## config.mk

```make
export PLATFORM = sky130hd
export DESIGN_NAME = uart_bram_loader_flat
export DESIGN_NICKNAME = d
export VERILOG_FILES = /design/src/rtl/uart_bram_loader_if.sv /design/src/rtl/uart_bram_loader.sv /design/src/flat_wrapper.sv
export SDC_FILE = /design/constraint.sdc
export NUM_CORES = 1
export LEC_CHECK = 0
export CAP_MARGIN = 30
export CORE_MARGIN = 1.5
export CORE_UTILIZATION = 40
export DETAILED_ROUTE_END_ITERATION = 12
export PLACE_DENSITY_LB_ADDON = 0.3
export SLEW_MARGIN = 20
export SYNTH_ARGS = -nofsm -noshare
export SYNTH_HDL_FRONTEND = slang
export SYNTH_SLANG_ARGS = --single-unit
```

## constraint.sdc

```tcl
create_clock -name clk -period 1.8 [get_ports clk]
set_clock_uncertainty 0.05 [all_clocks]
set_input_delay 0.36 -clock clk [delete_from_list [all_inputs] [get_ports clk]]
set_output_delay 0.36 -clock clk [all_outputs]
set_load 0.005 [all_outputs]
```

## src/rtl/uart_bram_loader_if.sv

```systemverilog
// Job control and BRAM port-B bus of the UART image loader.
// The loader drives the master side; host sequencer and BRAM sit on the slave side.
interface uart_bram_loader_if #(
    parameter int ADDR_W = 16,
    parameter int CNT_W  = 16
);
    logic              start;
    logic [ADDR_W-1:0] base_addr;
    logic [CNT_W-1:0]  word_count;
    logic [ADDR_W-1:0] ram_addr;
    logic [15:0]       ram_din;
    logic              ram_we;
    logic              busy;
    logic              done;
    logic              frame_err;

    modport master (
        input  start, base_addr, word_count,
        output ram_addr, ram_din, ram_we, busy, done, frame_err
    );

    modport slave (
        output start, base_addr, word_count,
        input  ram_addr, ram_din, ram_we, busy, done, frame_err
    );
endinterface

```

## src/rtl/uart_bram_loader.sv

```systemverilog
// 8N1 UART receiver that packs big-endian 16-bit words and writes
// a host-sized block of them into BRAM port B.
module uart_bram_loader #(
    parameter int CLKS_PER_BIT = 217,
    parameter int ADDR_W       = 16,
    parameter int CNT_W        = 16
) (
    input  logic                clk,
    input  logic                rst,
    input  logic                rx,
    uart_bram_loader_if.master  bus
);
    localparam int CW = $clog2(CLKS_PER_BIT);
    localparam logic [CW-1:0] LAST = CW'(CLKS_PER_BIT - 1);
    localparam logic [CW-1:0] MID  = CW'(CLKS_PER_BIT / 2 - 1);

    typedef enum logic [2:0] {
        R_IDLE, R_START, R_DATA, R_STOP, R_BREAK
    } rstate_t;

    typedef enum logic [1:0] {
        J_IDLE, J_LOAD, J_FIN
    } jstate_t;

    logic          rx_meta;
    logic          rx_sync;
    rstate_t       rstate;
    logic [CW-1:0] cnt;
    logic [2:0]    bit_idx;
    logic [7:0]    shreg;
    logic          tick;
    logic          byte_valid;
    logic          byte_bad;

    jstate_t           jstate;
    logic [ADDR_W-1:0] ram_addr;
    logic [15:0]       ram_din;
    logic              ram_we;
    logic              busy;
    logic              done;
    logic              frame_err;
    logic [CNT_W-1:0]  remaining;
    logic              phase;
    logic [7:0]        hi;
    logic              accept;

    assign tick       = (cnt == LAST);
    assign byte_valid = (rstate == R_STOP) && tick && rx_sync;
    assign byte_bad   = (rstate == R_STOP) && tick && !rx_sync;
    assign accept     = bus.start && (jstate != J_LOAD);

    always_ff @(posedge clk) begin
        if (rst) begin
            rx_meta <= 1'b1;
            rx_sync <= 1'b1;
            rstate  <= R_IDLE;
            cnt     <= '0;
            bit_idx <= '0;
            shreg   <= '0;
        end else begin
            rx_meta <= rx;
            rx_sync <= rx_meta;
            unique case (rstate)
                R_IDLE: begin
                    if (!rx_sync) begin
                        cnt    <= '0;
                        rstate <= R_START;
                    end
                end
                R_START: begin
                    if (cnt == MID) begin
                        cnt     <= '0;
                        bit_idx <= '0;
                        rstate  <= rx_sync ? R_IDLE : R_DATA;
                    end else begin
                        cnt <= cnt + CW'(1);
                    end
                end
                R_DATA: begin
                    if (tick) begin
                        cnt     <= '0;
                        shreg   <= {rx_sync, shreg[7:1]};
                        bit_idx <= bit_idx + 3'd1;
                        if (bit_idx == 3'd7) rstate <= R_STOP;
                    end else begin
                        cnt <= cnt + CW'(1);
                    end
                end
                R_STOP: begin
                    if (tick) begin
                        cnt    <= '0;
                        rstate <= rx_sync ? R_IDLE : R_BREAK;
                    end else begin
                        cnt <= cnt + CW'(1);
                    end
                end
                // a low stop bit may be a break; hold off until the line idles
                R_BREAK: begin
                    if (rx_sync) rstate <= R_IDLE;
                end
                default: rstate <= R_IDLE;
            endcase
        end
    end

    always_ff @(posedge clk) begin
        if (rst) begin
            jstate    <= J_IDLE;
            ram_addr  <= '0;
            ram_din   <= '0;
            ram_we    <= 1'b0;
            busy      <= 1'b0;
            done      <= 1'b0;
            frame_err <= 1'b0;
            remaining <= '0;
            phase     <= 1'b0;
            hi        <= '0;
        end else begin
            ram_we <= 1'b0;
            if (byte_bad) frame_err <= 1'b1;
            if (accept) begin
                ram_addr  <= bus.base_addr;
                remaining <= bus.word_count;
                done      <= 1'b0;
                frame_err <= 1'b0;
                phase     <= 1'b0;
                if (bus.word_count == '0) begin
                    jstate <= J_FIN;
                    busy   <= 1'b0;
                end else begin
                    jstate <= J_LOAD;
                    busy   <= 1'b1;
                end
            end else begin
                unique case (jstate)
                    J_IDLE: jstate <= J_IDLE;
                    J_LOAD: begin
                        if (byte_valid) begin
                            if (!phase) begin
                                hi <= shreg;
                            end else begin
                                ram_din <= {hi, shreg};
                                ram_we  <= 1'b1;
                            end
                            phase <= !phase;
                        end
                        if (ram_we) begin
                            ram_addr  <= ram_addr + ADDR_W'(1);
                            remaining <= remaining - CNT_W'(1);
                            if (remaining == CNT_W'(1)) begin
                                jstate <= J_FIN;
                                busy   <= 1'b0;
                                done   <= 1'b1;
                            end
                        end
                    end
                    J_FIN: begin
                        busy   <= 1'b0;
                        done   <= 1'b1;
                        jstate <= J_IDLE;
                    end
                    default: jstate <= J_IDLE;
                endcase
            end
        end
    end

    assign bus.ram_addr  = ram_addr;
    assign bus.ram_din   = ram_din;
    assign bus.ram_we    = ram_we;
    assign bus.busy      = busy;
    assign bus.done      = done;
    assign bus.frame_err = frame_err;
endmodule

```

## src/flat_wrapper.sv

```systemverilog
// flat-port wrapper written by rule: the top's interface ports become plain ports
module uart_bram_loader_flat 
#(
    parameter int CLKS_PER_BIT = 217,
    parameter int ADDR_W       = 16,
    parameter int CNT_W        = 16
)
  (clk, rst, rx, bus_start, bus_base_addr, bus_word_count, bus_ram_addr, bus_ram_din, bus_ram_we, bus_busy, bus_done, bus_frame_err);
  uart_bram_loader_if #(.ADDR_W(ADDR_W), .CNT_W(CNT_W)) bus_i ();
  input  logic clk;
  input  logic rst;
  input  logic rx;
  input wire logic [$bits(bus_i.start)-1:0] bus_start;
  input wire logic [$bits(bus_i.base_addr)-1:0] bus_base_addr;
  input wire logic [$bits(bus_i.word_count)-1:0] bus_word_count;
  output wire logic [$bits(bus_i.ram_addr)-1:0] bus_ram_addr;
  output wire logic [$bits(bus_i.ram_din)-1:0] bus_ram_din;
  output wire logic [$bits(bus_i.ram_we)-1:0] bus_ram_we;
  output wire logic [$bits(bus_i.busy)-1:0] bus_busy;
  output wire logic [$bits(bus_i.done)-1:0] bus_done;
  output wire logic [$bits(bus_i.frame_err)-1:0] bus_frame_err;
  assign bus_i.start = bus_start;
  assign bus_i.base_addr = bus_base_addr;
  assign bus_i.word_count = bus_word_count;
  assign bus_ram_addr = bus_i.ram_addr;
  assign bus_ram_din = bus_i.ram_din;
  assign bus_ram_we = bus_i.ram_we;
  assign bus_busy = bus_i.busy;
  assign bus_done = bus_i.done;
  assign bus_frame_err = bus_i.frame_err;
  uart_bram_loader #(.CLKS_PER_BIT(CLKS_PER_BIT), .ADDR_W(ADDR_W), .CNT_W(CNT_W)) u_core (.clk(clk), .rst(rst), .rx(rx), .bus(bus_i));
endmodule
```

## Word-level counts from Yosys, hierarchy flattened

Cells that the tools add are included.

| cells by class | value |
|---|---|
| add/sub/neg operators | 4 |
| eq/ne operators | 21 |
| mux-type cells | 36 |
| bitwise gates (word level) | 4 |
| reduce and logical (&&, ||, !) cells | 28 |

Operators by type and width:

| kind | number |
|---|---|
| $mux 16 | 6 |
| $mux 3 | 9 |
| $mux 8 | 3 |
| $pmux 8 s3 | 1 |
| $add 16x1->16 const B | 1 |
| $eq 16x1->1 const B | 1 |
| $logic_not 16->1 | 1 |
| $ne 2x1->1 const B | 8 |
| $sub 16x1->16 const B | 1 |
| $pmux 3 s5 | 1 |
| $mux 2 | 6 |
| $reduce_and 2->1 | 5 |
| $reduce_and 3->1 | 3 |
| $add 8x1->8 const B | 1 |
| $eq 8x7->1 const B | 1 |
| $eq 8x8->1 const B | 1 |
| $reduce_and 4->1 | 2 |
| $reduce_bool 2->1 | 4 |
| $mux 1 | 7 |
| $eq 3x2->1 const B | 2 |
| $eq 3x3->1 const B | 2 |
| $ne 3x1->1 const B | 2 |
| $pmux 3 s2 | 1 |
| $reduce_and 6->1 | 1 |
| other kinds (13) | 23 |

| word-level totals | value |
|---|---|
| register bits | 87 |
| logic and storage cells | 109 |

## Logic depth before layout (Yosys ltp)

| logic depth | value |
|---|---|
| depth after elaboration | 5 |
| mapped depth | 9 |

## Worst setup path before layout

OpenSTA, ideal clock, no wires.

| path | value |
|---|---|
| path kind | register -> register |
| start | register u_core.cnt[0] |
| end | register u_core.shreg[0] |
| setup time | 128 ps |
| data arrival time | 1,780 ps |
| data required time | 1,622 ps |
| slack | -158 ps |
| stages on the path, launching flop included | 9 |
| path buffers | 2 |
| clock period less this slack | 1,958 ps |
| cell sequence | dfxtp_1 > inv_1 > ha_1 > and3b_1 > clkbuf_1 > nor4bb_1 > buf_4 > mux2i_1 > nor2_1 |

| between the ends | value |
|---|---|
| longest elaborated chain between the ends | 2 |

Ends and longest elaborated chain:

| what | line | RTL |
|---|---|---|
| start, declared | uart_bram_loader.sv:28 | `logic [CW-1:0] cnt;` |
| start signal, assigned | uart_bram_loader.sv:76 | `cnt <= cnt + CW'(1);` |
| start signal, assigned | uart_bram_loader.sv:86 | `cnt <= cnt + CW'(1);` |
| start signal, assigned | uart_bram_loader.sv:94 | `cnt <= cnt + CW'(1);` |
| $eq 8x8->1 | uart_bram_loader.sv:47 | `assign tick = (cnt == LAST);` |
| $reduce_and 2->1 (no line) | - |  |
| end signal, assigned | uart_bram_loader.sv:82 | `shreg <= {rx_sync, shreg[7:1]};` |
| end, declared | uart_bram_loader.sv:30 | `logic [7:0] shreg;` |

Every way passes these cells.
A chain may end at the register's enable or synchronous reset.

## Worst setup path in the final report

| path | value |
|---|---|
| start | register u_core.remaining[10] |
| end | register u_core.remaining[13] |

| between the ends | value |
|---|---|
| longest elaborated chain between the ends | 4 |

Ends and longest elaborated chain:

| what | line | RTL |
|---|---|---|
| start, declared | uart_bram_loader.sv:42 | `logic [CNT_W-1:0] remaining;` |
| start signal, assigned | uart_bram_loader.sv:123 | `remaining <= bus.word_count;` |
| start signal, assigned | uart_bram_loader.sv:149 | `remaining <= remaining - CNT_W'(1);` |
| $sub 16x1->16 | uart_bram_loader.sv:149 |  |
| $mux 16 | uart_bram_loader.sv:147 | `if (ram_we) begin` |
| $mux 16 | uart_bram_loader.sv:135 | `unique case (jstate)` |
| $mux 16 | uart_bram_loader.sv:121 | `if (accept) begin` |

Every way passes these cells. The select of a mux whose other input is x is not followed.

==> results.json <==
{
  "synth_cells": 495,
  "synth-async-reset-ratio": 0,
  "drv_cap": 0,
  "die_height_um": 104,
  "min_path_type": "reg2reg",
  "final_area_mm2": 0.00573,
  "required_ns": 2.03,
  "gp_congestion": 0.827,
  "place_hpwl_mm": 7.42,
  "synth_area_leaders": "dfxtp_1, a21oi_1, nor2_1, nand3_1, o21ai_0",
  "num_rows": 36,
  "numPortBuffers": 71,
  "clkTransAtPathRegs_ns": 0.10,
  "peakVddDrop_uv": 478,
  "postRouteAntennaNets": 0,
  "ctsLongestPathBuffers": 2,
  "pre_cts_ws_ns": -0.162,
  "synth-seq-cells": 87,
  "synth_top_area_share": 0.426,
  "synth_edf_count": 0,
  "final_nets": 648,
  "tightest_slew_ns": 0.645,
  "status": "finished with violations",
  "syn_nets": 540,
  "holdCritStartpoint": "u_core.rx_meta$_SDFF_PP1_",
  "finalHoldWorstSlack_ns": 0.367,
  "grt-busiest-layer": "met2",
  "r2r_start": "u_core.remaining[10]$_SDFFE_PP0P_",
  "fill_cells": 872,
  "num_vias": 4047,
  "first_pass_iters": 4,
  "initial_core_util": 0.415,
  "synth_flop_cell": "dfxtp_1",
  "cp.arrival_ns": 2.08,
  "use_met2": 0.324,
  "slew_viol_final": 0,
  "finalCritPeriodShare": 1.03,
  "final-hold-violation-count": 0,
  "yosys_warnings": 0,
  "reg2reg_to": "u_core.remaining[13]$_SDFFE_PP0P_",
  "cts_made_buffers": 9,
  "fin_total_pwr_w": 0.00400,
  "drive_above_1_share": 0.201,
  "clk_latency_ns": 0.37,
  "crit_fanout": 2,
  "setup_slack_ns": -0.0526,
  "yosys.area.top_type": "dfxtp_1",
  "drc": 0,
  "grt_max_degree": 37,
  "leakage_nw": 1.99,
  "clock.fmax_mhz": 540,
  "power_density_mw_per_mm2": 698,
  "dieArea_mm2": 0.0108,
  "setup_tns_ns": -0.0526,
  "antenna_found_initial": 0,
  "grt_util_met3": 0.0426,
  "diodes": 0,
  "die_x_um": 104,
  "whs_path_depth": 1,
  "place_area_mm2": 0.00531,
  "cts_tree": "done",
  "via_per_inst": 5.46,
  "avgSynthCellArea_um2": 8.27,
  "grt_use_total": 0.198,
  "period_minus_slack_ns": 1.85,
  "rsz0062_at_grt": "yes",
  "finalSetupViolations": 1,
  "grt_overflow": 0,
  "use_met1": 0.260,
  "ff2ff_setup_slack_ns": -0.05,
  "syn_area_mm2": 0.00409,
  "h-tree-depth": 3,
  "worstSetupStartpointType": "flip-flop",
  "synth_sequential_area_ratio": 0.426,
  "worstSetupPathType": "reg2reg",
  "rr_worst_depth": 4,
  "top_level_ports": 72,
  "cts-root-buf": "clkbuf_8",
  "wl_per_cell_um": 14.4,
  "grt_pass1_vias": 3868,
  "finalWirelength_mm": 10.7,
  "core_mm2": 0.00986,
  "hold_end": "u_core.rx_sync$_SDFF_PP1_",
  "ctsHoldBuffers": 0,
  "cts.sinks": 87,
  "drt_iter0_drc": 102,
  "end_kind": "flip-flop",
  "grt_pass1_wl_mm": 17.9,
  "slew_headroom": 0.570,
  "synth_cell_types": 48,
  "violations": "negative setup slack",
  "syn2layout_area_growth_pct": 40.1
}
==> state kept, by name, indices dropped and copies added (netlist names), 3 cells and up <==
signal and flops:
u_core.remaining 16, u_core.bus.ram_addr 16, u_core.bit_idx 3, u_core.rstate 3, u_core.shreg 8, u_core.cnt 8
u_core.hi 8, u_core.bus.ram_din 16
==> worst max-delay path by stage <==
stage / from / end / cells past startpoint / slack, ns
finish: u_core.remaining[10]$_SDFFE_PP0P_ / u_core.remaining[13]$_SDFFE_PP0P_ / 4 / -0.05
global route: u_core.jstate[1]$_SDFFE_PP0P_ / u_core.bus.ram_addr[0]$_SDFFE_PP0P_ / 7 / -0.13
global placement: bus_word_count[14] / u_core.jstate[1]$_SDFFE_PP0P_ / 5 / -0.18
detailed placement: bus_start / u_core.bus.ram_addr[0]$_SDFFE_PP0P_ / 5 / -0.16
floorplan: u_core.remaining[10]$_SDFFE_PP0P_ / u_core.remaining[13]$_SDFFE_PP0P_ / 4 / -0.07
CTS: u_core.remaining[10]$_SDFFE_PP0P_ / u_core.remaining[13]$_SDFFE_PP0P_ / 4 / -0.07
==> per-stage QoR <==
step | utilization | instances
global route | 0.581 | 741
finish | 0.581 | 741
floorplan | - | 495
CTS | 0.561 | 734
global placement | 0.538 | 718
detailed placement | 0.538 | 718
==> cells by family after synthesis <==
logic type / synth area share
AOI/OAI and AO/OA: 0.192
muxes: 0.0196
buffers and inverters: 0.0437
adders and majority gates: 0.0275
xor gates and xnor gates: 0.0364
and+or+nand+nor: 0.255
DFF: 0.426
==> critical path, cell delays in order, from the launching register on <==
cell	delay (ns)
dfxtp_2	0.33
or4_4	0.52
or3_1	0.32
or3_1	0.32
a311oi_2	0.23
==> layer usage <==
metal / vias to the layer above / wire (um)
li1: 2030 / -
met1: 1930 / 4980
met2: 74 / 5220
met3: 13 / 344
met4: 0 / 146
met5: - / 0
==> cell usage after synthesis (12+ instances only) <==
library cell	instances
nand3_1	35
nor4_1	17
inv_1	12
nor2_1	53
clkbuf_1	28
dfxtp_1	87
a211oi_1	21
nand2_1	24
o21ai_0	32
nor3_1	16
xnor2_1	12
a21oi_1	46
==> repair_timing <==
action,4_1_cts,5_1_grt
endpoints found under the setup margin,12,62
gates resized for setup,6,39
buffers inserted,0,6
pin swaps,2,8
gates cloned,0,1
==> cell type report <==
cell class	instances	area [um^2]	area share
well taps	133	166	0.0290
repair buffers	131	1250	0.217
flip-flops and latches	87	1760	0.307
clock buffers	9	124	0.0216
inverters	12	45.0	0.00786
multi-input cells	362	2320	0.404
clock inverters	7	72.6	0.0127
==> cell usage in the layout, fill, tap and decap left out, types with 4 or more instances in the layout <==
cell type / count
nand4_1: 8
clkdlybuf4s50_1: 69
and4_1: 4
nor3_1: 14
ha_1: 7
and2_1: 5
nand2_1: 24
or3_1: 6
a21oi_1: 45
xor2_1: 5
a211oi_1: 21
a311oi_1: 8
buf_12: 5
o21a_1: 5
mux2i_1: 7
nand3_1: 33
buf_4: 52
clkbuf_8: 9
xnor2_1: 12
o22ai_1: 5
inv_1: 9
nor2_1: 52
o21ai_0: 32
nor4_1: 11
dfxtp_1: 71
dfxtp_2: 16
==> report_power, final <==
group / switching (W) / total [W] / internal (W)
sequential: 0.0000722 / 0.00207 / 0.00200
combinational: 0.000259 / 0.000573 / 0.000314
clock: 0.000815 / 0.00136 / 0.000545
No activity file was read; power rests on OpenSTA's default activity.
